### src/rtl/uart_sdram_cmd_bridge.sv
`timescale 1ns/1ps
`default_nettype none
// +--------------------------------------------------------------------------+
// | uart_sdram_cmd_bridge                                                    |
// | UART byte-command parser issuing SDRAM word reads/writes with replies.   |
// | Rev 1.0 - initial release                                                |
// +--------------------------------------------------------------------------+
module uart_sdram_cmd_bridge #(
    parameter int IADDR_WIDTH    = 22,
    parameter int DATA_WIDTH     = 16,
    parameter int TIMEOUT_CYCLES = 13_300_000
) (
    input  logic                   i_sys_clk,
    input  logic                   i_rst,
    input  logic [7:0]             i_rx_data,
    input  logic                   i_rx_rdy,
    output logic                   o_rx_req,
    output logic [7:0]             o_tx_data,
    output logic                   o_tx_req,
    input  logic                   i_tx_rdy,
    output logic                   o_wr_req,
    output logic [IADDR_WIDTH-1:0] o_wr_addr,
    output logic [DATA_WIDTH-1:0]  o_wr_data,
    output logic                   o_rd_req,
    output logic [IADDR_WIDTH-1:0] o_rd_addr,
    input  logic [DATA_WIDTH-1:0]  i_rd_data,
    input  logic                   i_rd_rdy,
    output logic                   o_busy
);

    localparam int                 c_TMO_W    = $clog2(TIMEOUT_CYCLES);
    localparam logic [c_TMO_W-1:0] c_TMO_LAST = c_TMO_W'(TIMEOUT_CYCLES - 2);
    localparam logic [7:0]         c_OP_WR    = 8'h77;
    localparam logic [7:0]         c_OP_RD    = 8'h72;
    localparam logic [7:0]         c_RSP_BAD  = 8'h3F;
    localparam logic [7:0]         c_RSP_OK   = 8'h4B;
    localparam logic [7:0]         c_RSP_TMO  = 8'h21;

    typedef enum logic [3:0] {
        S_IDLE    = 4'd0,
        S_W_ADDR  = 4'd1,
        S_R_ADDR  = 4'd2,
        S_W_DATA  = 4'd3,
        S_W_ISSUE = 4'd4,
        S_R_ISSUE = 4'd5,
        S_R_WAIT  = 4'd6,
        S_TX      = 4'd7
    } state_t;

    state_t                  r_state;
    logic [1:0]              r_cnt;
    logic [IADDR_WIDTH-1:0]  r_addr;
    logic [DATA_WIDTH-1:0]   r_data;
    logic [c_TMO_W-1:0]      r_tmo;
    logic [DATA_WIDTH-1:0]   r_tx_buf;
    logic [1:0]              r_tx_left;
    logic                    r_tx_guard;

    logic w_rx_open;
    logic w_rx_take;
    logic w_tmo_hit;

    // o_rx_req high means a byte was taken last cycle; that byte may still be presented.
    assign w_rx_open = (r_state == S_IDLE) || (r_state == S_W_ADDR) ||
                       (r_state == S_R_ADDR) || (r_state == S_W_DATA);
    assign w_rx_take = i_rx_rdy && !o_rx_req && w_rx_open;
    assign w_tmo_hit = (r_tmo == c_TMO_LAST);
    assign o_busy    = (r_state != S_IDLE);

    always_ff @(posedge i_sys_clk) begin
        if (i_rst) begin
            r_state    <= S_IDLE;
            r_cnt      <= 2'd0;
            r_addr     <= '0;
            r_data     <= '0;
            r_tmo      <= '0;
            r_tx_buf   <= '0;
            r_tx_left  <= 2'd0;
            r_tx_guard <= 1'b0;
            o_rx_req   <= 1'b0;
            o_tx_data  <= 8'h00;
            o_tx_req   <= 1'b0;
            o_wr_req   <= 1'b0;
            o_wr_addr  <= '0;
            o_wr_data  <= '0;
            o_rd_req   <= 1'b0;
            o_rd_addr  <= '0;
        end else begin
            o_rx_req <= 1'b0;
            o_tx_req <= 1'b0;
            o_wr_req <= 1'b0;
            o_rd_req <= 1'b0;

            case (r_state)
                S_IDLE: begin
                    if (w_rx_take) begin
                        o_rx_req <= 1'b1;
                        r_cnt    <= 2'd0;
                        r_tmo    <= '0;
                        if (i_rx_data == c_OP_WR) begin
                            r_state <= S_W_ADDR;
                        end else if (i_rx_data == c_OP_RD) begin
                            r_state <= S_R_ADDR;
                        end else begin
                            r_tx_buf  <= {c_RSP_BAD, 8'h00};
                            r_tx_left <= 2'd1;
                            r_state   <= S_TX;
                        end
                    end
                end

                S_W_ADDR, S_R_ADDR: begin
                    if (w_rx_take) begin
                        o_rx_req <= 1'b1;
                        r_tmo    <= '0;
                        // Shifting through a register of the address width drops the upper A2 bits.
                        r_addr   <= {r_addr[IADDR_WIDTH-9:0], i_rx_data};
                        if (r_cnt == 2'd2) begin
                            r_cnt   <= 2'd0;
                            r_state <= (r_state == S_W_ADDR) ? S_W_DATA : S_R_ISSUE;
                        end else begin
                            r_cnt <= r_cnt + 2'd1;
                        end
                    end else if (w_tmo_hit) begin
                        r_tx_buf  <= {c_RSP_TMO, 8'h00};
                        r_tx_left <= 2'd1;
                        r_state   <= S_TX;
                    end else begin
                        r_tmo <= r_tmo + c_TMO_W'(1);
                    end
                end

                S_W_DATA: begin
                    if (w_rx_take) begin
                        o_rx_req <= 1'b1;
                        r_tmo    <= '0;
                        r_data   <= {r_data[DATA_WIDTH-9:0], i_rx_data};
                        if (r_cnt == 2'd1) begin
                            r_cnt   <= 2'd0;
                            r_state <= S_W_ISSUE;
                        end else begin
                            r_cnt <= r_cnt + 2'd1;
                        end
                    end else if (w_tmo_hit) begin
                        r_tx_buf  <= {c_RSP_TMO, 8'h00};
                        r_tx_left <= 2'd1;
                        r_state   <= S_TX;
                    end else begin
                        r_tmo <= r_tmo + c_TMO_W'(1);
                    end
                end

                S_W_ISSUE: begin
                    o_wr_req  <= 1'b1;
                    o_wr_addr <= r_addr;
                    o_wr_data <= r_data;
                    r_tx_buf  <= {c_RSP_OK, 8'h00};
                    r_tx_left <= 2'd1;
                    r_state   <= S_TX;
                end

                S_R_ISSUE: begin
                    o_rd_req  <= 1'b1;
                    o_rd_addr <= r_addr;
                    r_tmo     <= '0;
                    r_state   <= S_R_WAIT;
                end

                S_R_WAIT: begin
                    if (i_rd_rdy) begin
                        r_tx_buf  <= i_rd_data;
                        r_tx_left <= 2'd2;
                        r_state   <= S_TX;
                    end else if (w_tmo_hit) begin
                        r_tx_buf  <= {c_RSP_TMO, 8'h00};
                        r_tx_left <= 2'd1;
                        r_state   <= S_TX;
                    end else begin
                        r_tmo <= r_tmo + c_TMO_W'(1);
                    end
                end

                S_TX: begin
                    // The cycle after a pulse i_tx_rdy may still show the pre-start value.
                    if (r_tx_guard) begin
                        r_tx_guard <= 1'b0;
                    end else if (r_tx_left == 2'd0) begin
                        r_state <= S_IDLE;
                    end else if (i_tx_rdy) begin
                        o_tx_req   <= 1'b1;
                        o_tx_data  <= r_tx_buf[DATA_WIDTH-1 -: 8];
                        r_tx_buf   <= {r_tx_buf[DATA_WIDTH-9:0], 8'h00};
                        r_tx_left  <= r_tx_left - 2'd1;
                        r_tx_guard <= 1'b1;
                    end
                end

                default: r_state <= S_IDLE;
            endcase
        end
    end

endmodule
`default_nettype wire

### config.mk
export PLATFORM = sky130hd
export DESIGN_NAME = uart_sdram_cmd_bridge
export DESIGN_NICKNAME = d
export VERILOG_FILES = /design/src/rtl/uart_sdram_cmd_bridge.sv
export SDC_FILE = /design/constraint.sdc
export NUM_CORES = 1
export LEC_CHECK = 0
export ABC_AREA = 1
export ABC_CLOCK_PERIOD_IN_PS = 1800
export BUFFER_PORTS_ARGS = -buffer_cell sky130_fd_sc_hd__buf_2
export CORE_MARGIN = 5
export CORE_UTILIZATION = 56
export DETAILED_ROUTE_END_ITERATION = 8
export PLACE_DENSITY = 0.79
export SKIP_CTS_REPAIR_TIMING = 1
export SYNTH_ARGS = -nofsm -noshare
export SYNTH_HDL_FRONTEND = slang
export SYNTH_SLANG_ARGS = --single-unit
### constraint.sdc
create_clock -name i_sys_clk -period 1.8 [get_ports i_sys_clk]
set_input_delay 0.36 -clock i_sys_clk [delete_from_list [all_inputs] [get_ports i_sys_clk]]
set_output_delay 0.36 -clock i_sys_clk [all_outputs]
set_load 0.005 [all_outputs]
== Word-level counts from Yosys, hierarchy flattened ==
Cells that the tools add are included.
Widths: inputs -> output; s select.

* Register bits: 159
* Input bits: 29
* Output and inout bits: 73
* Logic and storage cells: 122

* Add/subtract/negate cells: 3
* Eq/ne operators: 25
* Mux-type cells: 50
* Bitwise logic cells: 4
* Reductions and logical operators: 24

{| class="wikitable"
|+ Operators by type and width
! operator !! count
|-
| $mux 16 || 9
|-
| $mux 24 || 4
|-
| $pmux 24 s4 || 1
|-
| $pmux 16 s5 || 1
|-
| $mux 4 || 9
|-
| $mux 2 || 14
|-
| $pmux 4 s7 || 1
|-
| $add 24x1->24 const B || 1
|-
| $eq 24x24->1 const B || 1
|-
| $ne 2x2->1 const B || 11
|-
| $eq 4x3->1 const B || 4
|-
| $eq 8x7->1 const B || 2
|-
| $pmux 2 s5 || 1
|-
| $mux 3 || 3
|-
| $eq 4x2->1 const B || 2
|-
| $reduce_and 4->1 || 2
|-
| $reduce_and 8->1 || 1
|-
| $reduce_bool 4->1 || 2
|-
| $mux 1 || 6
|-
| $pmux 2 s3 || 1
|-
| $reduce_or 2->1 || 3
|-
| $reduce_and 5->1 || 1
|-
| $reduce_bool 5->1 || 1
|-
| $eq 4x1->1 const B || 1
|-
| 17 further kinds || 24
|}

== Longest topological paths before layout ==
Gate-level depths: netlist of run 1.

* Word-level depth: 7
* Depth in mapped cells: 12
* Gate-level depth less buffers: 11

== Worst setup path before layout of run 1 ==
No wires, ideal clock.

* Kind: flip-flop to flip-flop
* Start: register r_state[1]
* End: register r_tmo[11]
* Setup time: 0.128 ns
* Arrival time: 1.417 ns
* Data required time: 1.672 ns
* Path slack: 0.255 ns
* Cell stages (with the launch flop): 9
* Buffers on the path: 1
* Period minus slack after synthesis: 1.545 ns
* Cell sequence: dfxtp_1 > nor2_1 > nand3_2 > nand2_2 > nor2_4 > nand2_2 > buf_6 > nor3b_1 > a21oi_1

* Word-level cells in the longest chain between the ends: 7
* Elaborated cells on any way between the ends: 17
* Classes of those cells: eq/ne (7); mux (2); reduce/logical (8)

{| class="wikitable"
|+ RTL lines
! item !! RTL line !! RTL
|-
| start: declaration || 50 || <nowiki>state_t r_state;</nowiki>
|-
| start signal: assignment || 120 || <nowiki>r_state <= (r_state == S_W_ADDR) ? S_W_DATA : S_R_ISSUE;</nowiki>
|-
| $eq 4x1->1 or $logic_not 4->1 (tied branches) || 64, 94 ||
|-
| $logic_or 1x1->1 (2 in a row) || 64 || <nowiki>assign w_rx_open = (r_state == S_IDLE) || (r_state == S_W_ADDR) ||</nowiki>
|-
| $logic_or 1x1->1 || 65 || <nowiki>(r_state == S_R_ADDR) || (r_state == S_W_DATA);</nowiki>
|-
| $logic_and 1x1->1 || 66 || <nowiki>assign w_rx_take = i_rx_rdy && !o_rx_req && w_rx_open;</nowiki>
|-
| $mux 24 or $ne 2x2->1 (tied branches) || -- ||
|-
| $pmux 24 s4 or $reduce_and 3->1 (tied branches) || -- ||
|-
| end signal: assignment || 129 || <nowiki>r_tmo <= r_tmo + c_TMO_W'(1);</nowiki>
|-
| end signal: assignment || 149 || <nowiki>r_tmo <= r_tmo + c_TMO_W'(1);</nowiki>
|-
| end signal: assignment || 179 || <nowiki>r_tmo <= r_tmo + c_TMO_W'(1);</nowiki>
|-
| end: declaration || 54 || <nowiki>logic [c_TMO_W-1:0] r_tmo;</nowiki>
|}

Several ways; a longest one is shown, not always the timed one.
A chain may end at the register's enable or synchronous reset.

== Worst setup path in the final report of run 1 ==
* Start: register r_state[1]
* End: output port o_busy

* Word-level cells in the longest chain between the ends: 1

{| class="wikitable"
|+ RTL lines
! item !! RTL line !! RTL
|-
| $reduce_bool 4->1 || 68 || <nowiki>assign o_busy = (r_state != S_IDLE);</nowiki>
|-
| end: declaration || 28 || <nowiki>output logic o_busy</nowiki>
|}

No other way between the ends.

==> results of run 1 <==
-- worst max-delay path, delay by kind of cell (launching register included) --
family / cells / cell delay [ns]
flip-flops: 1 / 0.36
buffers and inverters: 3 / 0.35
AND/OR/NAND/NOR: 2 / 0.29
-- metal layers --
| metal | vias up | routed length [µm] | GRT usage, % |
|---|---|---|---|
| met4 | 0 | 277 | 8.01 |
| met1 | 2851 | 7670 | 31.5 |
| met3 | 26 | 1110 | 6.83 |
| li1 | 3223 | - | - |
| met2 | 208 | 7670 | 35.1 |
| met5 | - | 0 | 0 |
-- cells in the final DEF, fill, tap and decap left out, types with 2 or more instances in the layout --
cell,synthesis,final
nand3_2,2,3
ha_1,3,2
nand4_1,8,8
inv_4,0,2
nand2_1,142,141
inv_8,0,2
a211oi_1,2,2
nand2_2,7,7
dfxtp_1,159,152
nor2_1,202,197
a21oi_1,85,85
inv_2,5,6
nor2_2,2,6
nor3_1,7,6
nor2_4,7,8
inv_6,0,5
a22oi_1,3,3
inv_1,77,75
buf_4,1,40
dfxtp_2,0,7
o21ai_1,1,3
clkinv_2,1,3
buf_12,0,3
o211ai_1,2,2
o21ai_0,128,126
buf_2,6,101
clkinv_1,2,2
nand3_1,30,29
clkbuf_16,0,17
-- sequential cells by signal (all words and copies together), names as in the netlist --
name,cells
r_addr,22
o_tx_req,1
o_rd_addr,22
r_tmo,24
r_tx_buf,16
o_rd_req,1
o_wr_data,16
o_wr_addr,22
r_data,16
r_tx_guard,1
r_state,4
o_rx_req,1
o_tx_data,8
r_cnt,2
o_wr_req,1
r_tx_left,2
-- report_power, final --
group          internal, µW  switching [µW]  leakage, µW
combinational          1000            1560      0.00208
clock                  1960            1520     0.000282
sequential             3990             322      0.00129
-- area by class of cell --
class                           count  area (µm²)  share of cell area, %
Clock inverter                     13         128                   1.57
Inverter                           85         324                   4.00
Multi-Input combinational cell    639        2970                   36.6
Clock buffer                       18         439                   5.42
Tap cell                          143         179                   2.21
Timing Repair Buffer              145         877                   10.8
Sequential cell                   159        3190                   39.4
-- how the worst max path moves through the flow --
| stage | endpoint | cells past startpoint | slack, ns | start |
|---|---|---|---|---|
| after floorplan | r_tmo[11] | 8 | 0.26 | r_state[1] |
| after global placement | r_tmo[14] | 10 | 0.08 | r_tmo[1] |
| after detailed placement | r_tmo[4] | 10 | 0.03 | r_state[1] |
| after CTS | o_busy | 5 | -0.20 | r_state[1] |
| after global routing | o_busy | 5 | -0.05 | r_state[1] |
| final | o_busy | 5 | 0.01 | r_state[1] |
-- per-stage QoR --
stage               setup TNS (ns)  worst slack (ns)  instances  hold slack (ns)
finish                           0            0.0144       1202            0.180
global route                -0.209           -0.0494       1202            0.178
CTS                         -0.197            -0.197       1195            0.170
detailed placement               0            0.0295       1164            0.429
global placement                 0            0.0842       1164            0.436
floorplan                        0             0.255        922            0.420
-- logic make-up (layout without fill, tap and decap cells) --
kind of cell    count (synthesis)  count (layout)  synth area share [%]
fa+ha+maj                       3               3                 0.570
flops                         159             159                  48.3
buf+inv                       124             261                  7.48
compound gates                225             225                  17.7
other cells                     1               1                0.0569
simple gates                  410             410                  25.9
-- synth_stat cells, types with 2 or more instances --
master and n:
inv_2 5, nor2_4 7, clkinv_1 2, buf_1 2
nor3_1 7, a211oi_1 2, buf_6 2, o211ai_1 2
o21ai_0 128, nand2_1 142, nand3_1 30, inv_1 77
nand4_1 8, nor2_1 202, nand2_2 7, a22oi_1 3
dfxtp_1 159, a21oi_1 85, clkbuf_1 28, nor2_2 2
ha_1 3, nand3_2 2, buf_2 6
==> flow_summary.json, run 1 <==
{
  "status": "completed",
  "cap_viol_max_count": 0,
  "ios": 102,
  "vdd_drop_max_uv": 892,
  "ant_nets": 0,
  "cts_sinks": 159,
  "p_leak_uw": 0.00365,
  "ys.flop_type": "dfxtp_1",
  "overflow": 0,
  "period_needed_ns": 1.79,
  "fill_cells": 931,
  "worstReg2RegStart": "r_state[1]",
  "die_x_um": 118,
  "fin_crit_sh_pct": 99.2,
  "reg2reg_depth": 10,
  "syn_nets": 954,
  "synthCells": 922,
  "dr.pass1.iters": 5,
  "async_reset_ff_share_pct": 0,
  "routabilityCongestion": 0.950,
  "wl_um": 16700,
  "ys_warn_count": 0,
  "post-dp-hpwl_um": 11400,
  "rrSetupSlack_ns": 0.08,
  "cts_tree": "built",
  "worstHoldEndpoint": "r_tx_buf[4]",
  "vias": 6308,
  "slowest_delay_ns": 0.36,
  "clkTransAtPathRegs_ns": 0.06,
  "htree_num_levels": 4,
  "dieArea_um2": 14000,
  "grt_pass1_wl_um": 27100,
  "hold_depth": 3,
  "coreArea_um2": 11500,
  "cp.required_ns": 1.44,
  "rows": 39,
  "finalInstanceArea_um2": 8100,
  "route.detailed.drc": 0,
  "utilization_pct": 70.7,
  "synth.avg_cell_area_um2": 7.15,
  "ys_types": 34,
  "drt-initial-drc-count": 534,
  "cpMostUsedCell": "inv_1",
  "synth_top_area_cell": "dfxtp_1",
  "setup_viol_count_final": 0,
  "ys_seq_area_share_pct": 48.3,
  "critical_path.slowest_cell": "dfxtp_2",
  "rsz0062_at_grt": "true",
  "antenna_found_initial": 0,
  "gr-usage-all-layers_pct": 23.1,
  "port_buffers": 101,
  "powerDensity_nw_per_um2": 1280,
  "critPathCaptureType": "output pin",
  "die_h_um": 118,
  "syn2layout_area_growth_pct": 23.0,
  "cp_max_fo": 8,
  "cts.path.max_buffers": 2,
  "nets": 1079,
  "timing.rr.end": "r_tmo[4]",
  "grt_max_degree": 54,
  "routed_via_density": 5.25,
  "start_kind": "register",
  "syn_area_um2": 6590,
  "worstPathCellList": "nor2_2 > inv_1 > nor2_4 > inv_1 > buf_2",
  "finalMaxSlewViolations": 0,
  "power_uw": 10400,
  "critPathKind": "register to output pin",
  "min-delay-start": "i_rd_data[4]",
  "cp.arrival_ns": 1.43,
  "synth_area_leaders": "dfxtp_1, nor2_1, o21ai_0, nand2_1, a21oi_1",
  "diodes": 0,
  "hp-class": "input pin to register",
  "synth_top_area_share_pct": 48.3,
  "timing.fmax_mhz": 560,
  "fin_skew_ns": 0.0116,
  "drive_above_1_share_pct": 21.0,
  "root_buffer": "clkbuf_16",
  "drt-wirelength-per-cell_um": 13.9,
  "synth_edf_count": 0,
  "placed_area_um2": 7420,
  "clock_latency_ns": 0.43,
  "first_global_vias": 5727,
  "numCtsBuffers": 17,
  "start_util_pct": 57.5,
  "hold_viol": 0,
  "ys_ff_latch": 159
}
No activity file was read; power rests on OpenSTA's default activity.
==> inputs of run 2 (changes only) <==
- CTS_CLUSTER_DIAMETER: not set -> 120
- SETUP_SLACK_MARGIN: not set -> 0.5
==> run 2 against run 1 <==
Against the previous run:
- clock skew shrank 0.0026 ns
- combinational power grew 40%
- hold slack lost 0.0022 ns
==> flow_summary.json, run 2 (synthesis gave the netlist of run 1 again) <==
{
  "rows": 39,
  "critical_path.slowest_cell": "dfxtp_4",
  "seq_power_share_pct": 38.8,
  "route.detailed.drc": 0,
  "comb_power_share_pct": 31.4,
  "ios": 102,
  "numCtsBuffers": 17,
  "crit_family": "simple AND/OR/NAND/NOR gates",
  "die_x_um": 118,
  "fin_skew_ns": 0.00893,
  "min-delay-start": "i_rd_data[7]",
  "post-dp-hpwl_um": 11500,
  "routed_via_density": 5.73,
  "crit_start": "r_state[2]",
  "cts.path.max_buffers": 2,
  "cts_tree": "built",
  "coreArea_um2": 11500,
  "critPathKind": "register to register",
  "layout_common_cells": "nor2_1, dfxtp_1, nand2_1",
  "hp-class": "input pin to register",
  "worstPathCellList": "inv_4 > nor2_4 > nand2_2 > o21ai_4 > nand2_2 > nand3_2 > buf_12 > nand2_1 > a21oi_1",
  "drt-wirelength-per-cell_um": 16.9,
  "finalMaxSlewViolations": 0,
  "hold_ws_ns": 0.178,
  "nets": 1117,
  "drt-initial-drc-count": 822,
  "antenna_found_initial": 0,
  "die_h_um": 118,
  "fin_crit_sh_pct": 99.6,
  "htree_num_levels": 4,
  "first_global_vias": 5836,
  "finalInstanceArea_um2": 9090,
  "diodes": 0,
  "powerDensity_nw_per_um2": 1260,
  "vias": 7110,
  "slowest_delay_ns": 0.41,
  "drive_above_1_share_pct": 31.5,
  "start_kind": "register",
  "p_switching_uw": 3950,
  "regMostFlops": "r_tmo",
  "clock_latency_ns": 0.43,
  "wl_um": 21000,
  "timing.fmax_mhz": 558,
  "status": "completed",
  "tightest_slew_ns": 0.545,
  "internal-power_uw": 7500,
  "grt_pass1_wl_um": 27700,
  "critPathBufInv": 2,
  "worstReg2RegStart": "r_state[2]",
  "dieArea_um2": 14000,
  "port_buffers": 101,
  "hold_viol": 0,
  "utilization_pct": 79.3,
  "overflow": 0,
  "dp_cells": 1160,
  "grt_max_degree": 67,
  "rsz0062_at_grt": "true",
  "clkTransAtPathRegs_ns": 0.06,
  "cp_max_fo": 6,
  "dr.pass1.iters": 6,
  "power.clock.fraction_pct": 29.8,
  "start_util_pct": 57.5,
  "cp.arrival_ns": 2.14,
  "slew_headroom_pct": 63.3,
  "routabilityCongestion": 0.866,
  "ant_nets": 0,
  "syn2layout_area_growth_pct": 37.9,
  "period_needed_ns": 1.79,
  "cts_sinks": 159,
  "largest_reg_flops": 24,
  "vdd_drop_max_uv": 902,
  "switching_share_pct": 34.5,
  "cpMostUsedCell": "nand2_2",
  "placed_area_um2": 7450,
  "p_leak_uw": 0.00394,
  "critPathCaptureType": "register",
  "setup_viol_count_final": 0,
  "cp.required_ns": 2.14,
  "power_uw": 11400,
  "final_cell_count_no_fill": 1240,
  "gr-usage-all-layers_pct": 23.5,
  "layout_commonest_cell": "nor2_1",
  "cap_viol_max_count": 0,
  "root_buffer": "clkbuf_16"
}
## run 2: changes by cell type in the layout (fill, tap and decap cells not counted), sizes merged
| cell | previous run | this run |
|---|---|---|
| clkinv | 6 | 5 |
| inv | 90 | 85 |
| buf | 145 | 173 |
| clkinvlp | 1 | 8 |
| clkbuf | 18 | 27 |
## run 2: tightest hold or removal path: stages
cell and delay [ns]:
buf_2 0.09, nand2_1 0.05, a21oi_1 0.05
## run 2: per-layer routing
layer | global-route usage [%] | wire length (µm) | vias up
met3 | 5.30 | 1800 | 88
li1 | - | - | 3324
met5 | 0 | 0 | -
met4 | 9.36 | 699 | 0
met2 | 37.8 | 9990 | 422
met1 | 30.7 | 8470 | 3276
## run 2: layout make-up
class,instances,area (µm²)
Fill cell,719,2380
Sequential cell,159,3220
Timing Repair inverter,6,43.8
Multi-Input combinational cell,639,3410
Clock buffer,23,478
Tap cell,143,179
Inverter,85,360
Timing Repair Buffer,177,1310
Clock inverter,8,80.1
## run 2: power groups by stage
stage / clock network (µW) / logic, µW / registers [µW]
2_1_floorplan: 0 / 1650 / 4350
3_3_place_gp: 0 / 2400 / 4400
3_5_place_dp: 0 / 2440 / 4410
4_1_cts: 3430 / 2480 / 4340
5_1_grt: 3620 / 3870 / 4490
6_report: 3420 / 3590 / 4440
## run 2: final timing paths
path / end / slack (ns) / cells past startpoint
setup / recovery: r_tx_buf[11] / 0.008 / 9
hold / removal: r_tx_buf[7] / 0.18 / 3
setup reg to reg: r_tx_buf[11] / 0.008 / 9
hold reg to reg: o_wr_data[11] / 0.44 / 2
## run 2: metrics by stage
stage,setup WS [ns],setup TNS [ns]
2_1_floorplan,0.344,0
3_3_place_gp,0.150,0
3_5_place_dp,0.111,0
4_1_cts,-0.148,-0.148
5_1_grt,-0.0882,-0.239
6_report,0.00755,0
==> inputs of run 3 (changes only) <==
- CAP_MARGIN: not set -> 20
- CTS_BUF_LIST: not set -> sky130_fd_sc_hd__clkbuf_4 sky130_fd_sc_hd__clkbuf_8 sky130_fd_sc_hd__clkbuf_16
==> run 3 against run 2 <==
Against the previous run:
- register-to-register slack gained 0.06 ns
- non-clock buffer count shrank 10
- via count fell by 3.9%
- hold slack improved by 0.0013 ns
- design area fell by 3.0%
- sequential share of layout area is 1.1 points higher
- combinational power decreased by 5%
- maximum frequency increased by 3.2%
- total power decreased by 1.5%
- routed wire length decreased by 6.7%
- clock power increased by 1%
- sequential power decreased by 0.9%
==> flow_summary.json, run 3 (synthesis gave the netlist of run 1 again) <==
{
  "dp_slack_ns": 0.111,
  "diodes": 0,
  "cts_tree": "built",
  "port_buffers": 101,
  "largest_reg_flops": 24,
  "root_buffer": "clkbuf_16",
  "powerDensity_nw_per_um2": 1280,
  "final_cell_count_no_fill": 1230,
  "routed_via_density": 5.55,
  "rsz0062_at_grt": "true",
  "start_kind": "register",
  "vdd_drop_max_uv": 940,
  "period_needed_ns": 1.74,
  "layout_commonest_cell": "nor2_1",
  "cp.arrival_ns": 1.38,
  "wl_um": 19600,
  "first_global_vias": 5854,
  "nets": 1107,
  "die_h_um": 118,
  "status": "completed",
  "fin_crit_sh_pct": 96.5,
  "dr.pass1.iters": 5,
  "critPathBufInv": 3,
  "setup_slack_ns": 0.0628,
  "routabilityCongestion": 0.866,
  "antenna_found_initial": 0,
  "slowest_delay_ns": 0.39,
  "overflow": 0,
  "critPathCaptureType": "output pin",
  "critPathKind": "register to output pin",
  "p_switching_uw": 3840,
  "fin_skew_ns": 0.0100,
  "start_util_pct": 57.5,
  "finalMaxSlewViolations": 0,
  "gr-usage-all-layers_pct": 23.5,
  "regMostFlops": "r_tmo",
  "power.clock.fraction_pct": 30.7,
  "ant_nets": 0,
  "coreArea_um2": 11500,
  "layout_common_cells": "nor2_1, dfxtp_1, nand2_1",
  "numCtsBuffers": 17,
  "seq_power_share_pct": 39.0,
  "drt-initial-drc-count": 721,
  "grt_pass1_wl_um": 27700,
  "cp.required_ns": 1.44,
  "syn2layout_area_growth_pct": 33.7,
  "timing.fmax_mhz": 576,
  "hold_viol": 0,
  "die_x_um": 118,
  "rows": 39,
  "cp_max_fo": 7,
  "hp-class": "input pin to register",
  "drive_above_1_share_pct": 29.3,
  "drt-wirelength-per-cell_um": 15.9,
  "dieArea_um2": 14000,
  "setup_viol_count_final": 0,
  "power_uw": 11300,
  "vias": 6831,
  "p_leak_uw": 0.00389,
  "switching_share_pct": 34.1,
  "internal-power_uw": 7440,
  "comb_power_share_pct": 30.3,
  "dp_cells": 1160,
  "crit_family": "flip-flops",
  "clkTransAtPathRegs_ns": 0.06,
  "cap_viol_max_count": 0,
  "worstPathCellList": "nor2_4 > inv_2 > nor2_4 > inv_2 > buf_6",
  "grt_max_degree": 67,
  "cts.path.max_buffers": 2,
  "post-dp-hpwl_um": 11500,
  "clock_latency_ns": 0.43,
  "route.detailed.drc": 0,
  "cts_sinks": 159,
  "critical_path.slowest_cell": "dfxtp_4",
  "htree_num_levels": 4,
  "ios": 102
}
==> run 3: power by group through the flow <==
stage | registers, µW | clock network (µW) | logic (µW)
floorplan | 4350 | 0 | 1650
global placement | 4400 | 0 | 2400
detailed placement | 4410 | 0 | 2440
CTS | 4340 | 3480 | 2480
global route | 4460 | 3660 | 3710
finish | 4400 | 3460 | 3420
==> run 3: layout make-up <==
type,count,area [µm²]
multi-input cells,640,3300
flip-flops and latches,159,3220
fillers,791,2650
repair buffers,167,1150
clock buffers,23,489
inverters,85,357
well taps,143,179
clock inverters,8,80.1
repair inverters,5,41.3
==> run 3: metrics by stage <==
stage | hold WS, ns | setup TNS [ns] | utilization, % | cell area [µm²]
CTS | 0.174 | -0.148 | 70.0 | 8020
detailed placement | 0.434 | 0 | 65.0 | 7450
finish | 0.179 | 0 | 76.9 | 8810
floorplan | 0.420 | 0 | - | 6710
global placement | 0.428 | 0 | 65.0 | 7450
global route | 0.183 | -0.0450 | 76.9 | 8810
==> run 3: path summary, 6_finish.rpt <==
path                            slack (ns)       endpoint    startpoint  depth (start not counted)
worst min-delay path                  0.18    r_tx_buf[7]  i_rd_data[7]                          3
worst min register to register        0.44  o_wr_data[11]    r_data[11]                          2
worst max-delay path                  0.06         o_busy    r_state[1]                          5
worst max register to register        0.07      r_tmo[10]    r_state[1]                         12
==> run 3: layer usage <==
layer	wire length (µm)	vias to the layer above	track usage (%)
met5	0	-	0
met4	647	0	9.07
met3	1460	63	5.30
met2	9490	324	38.0
met1	7970	3150	30.7
li1	-	3294	-
==> run 3: tightest hold or removal path, stage by stage <==
cell and delay [ns]:
buf_2 0.09, nand2_1 0.05, a21oi_1 0.05
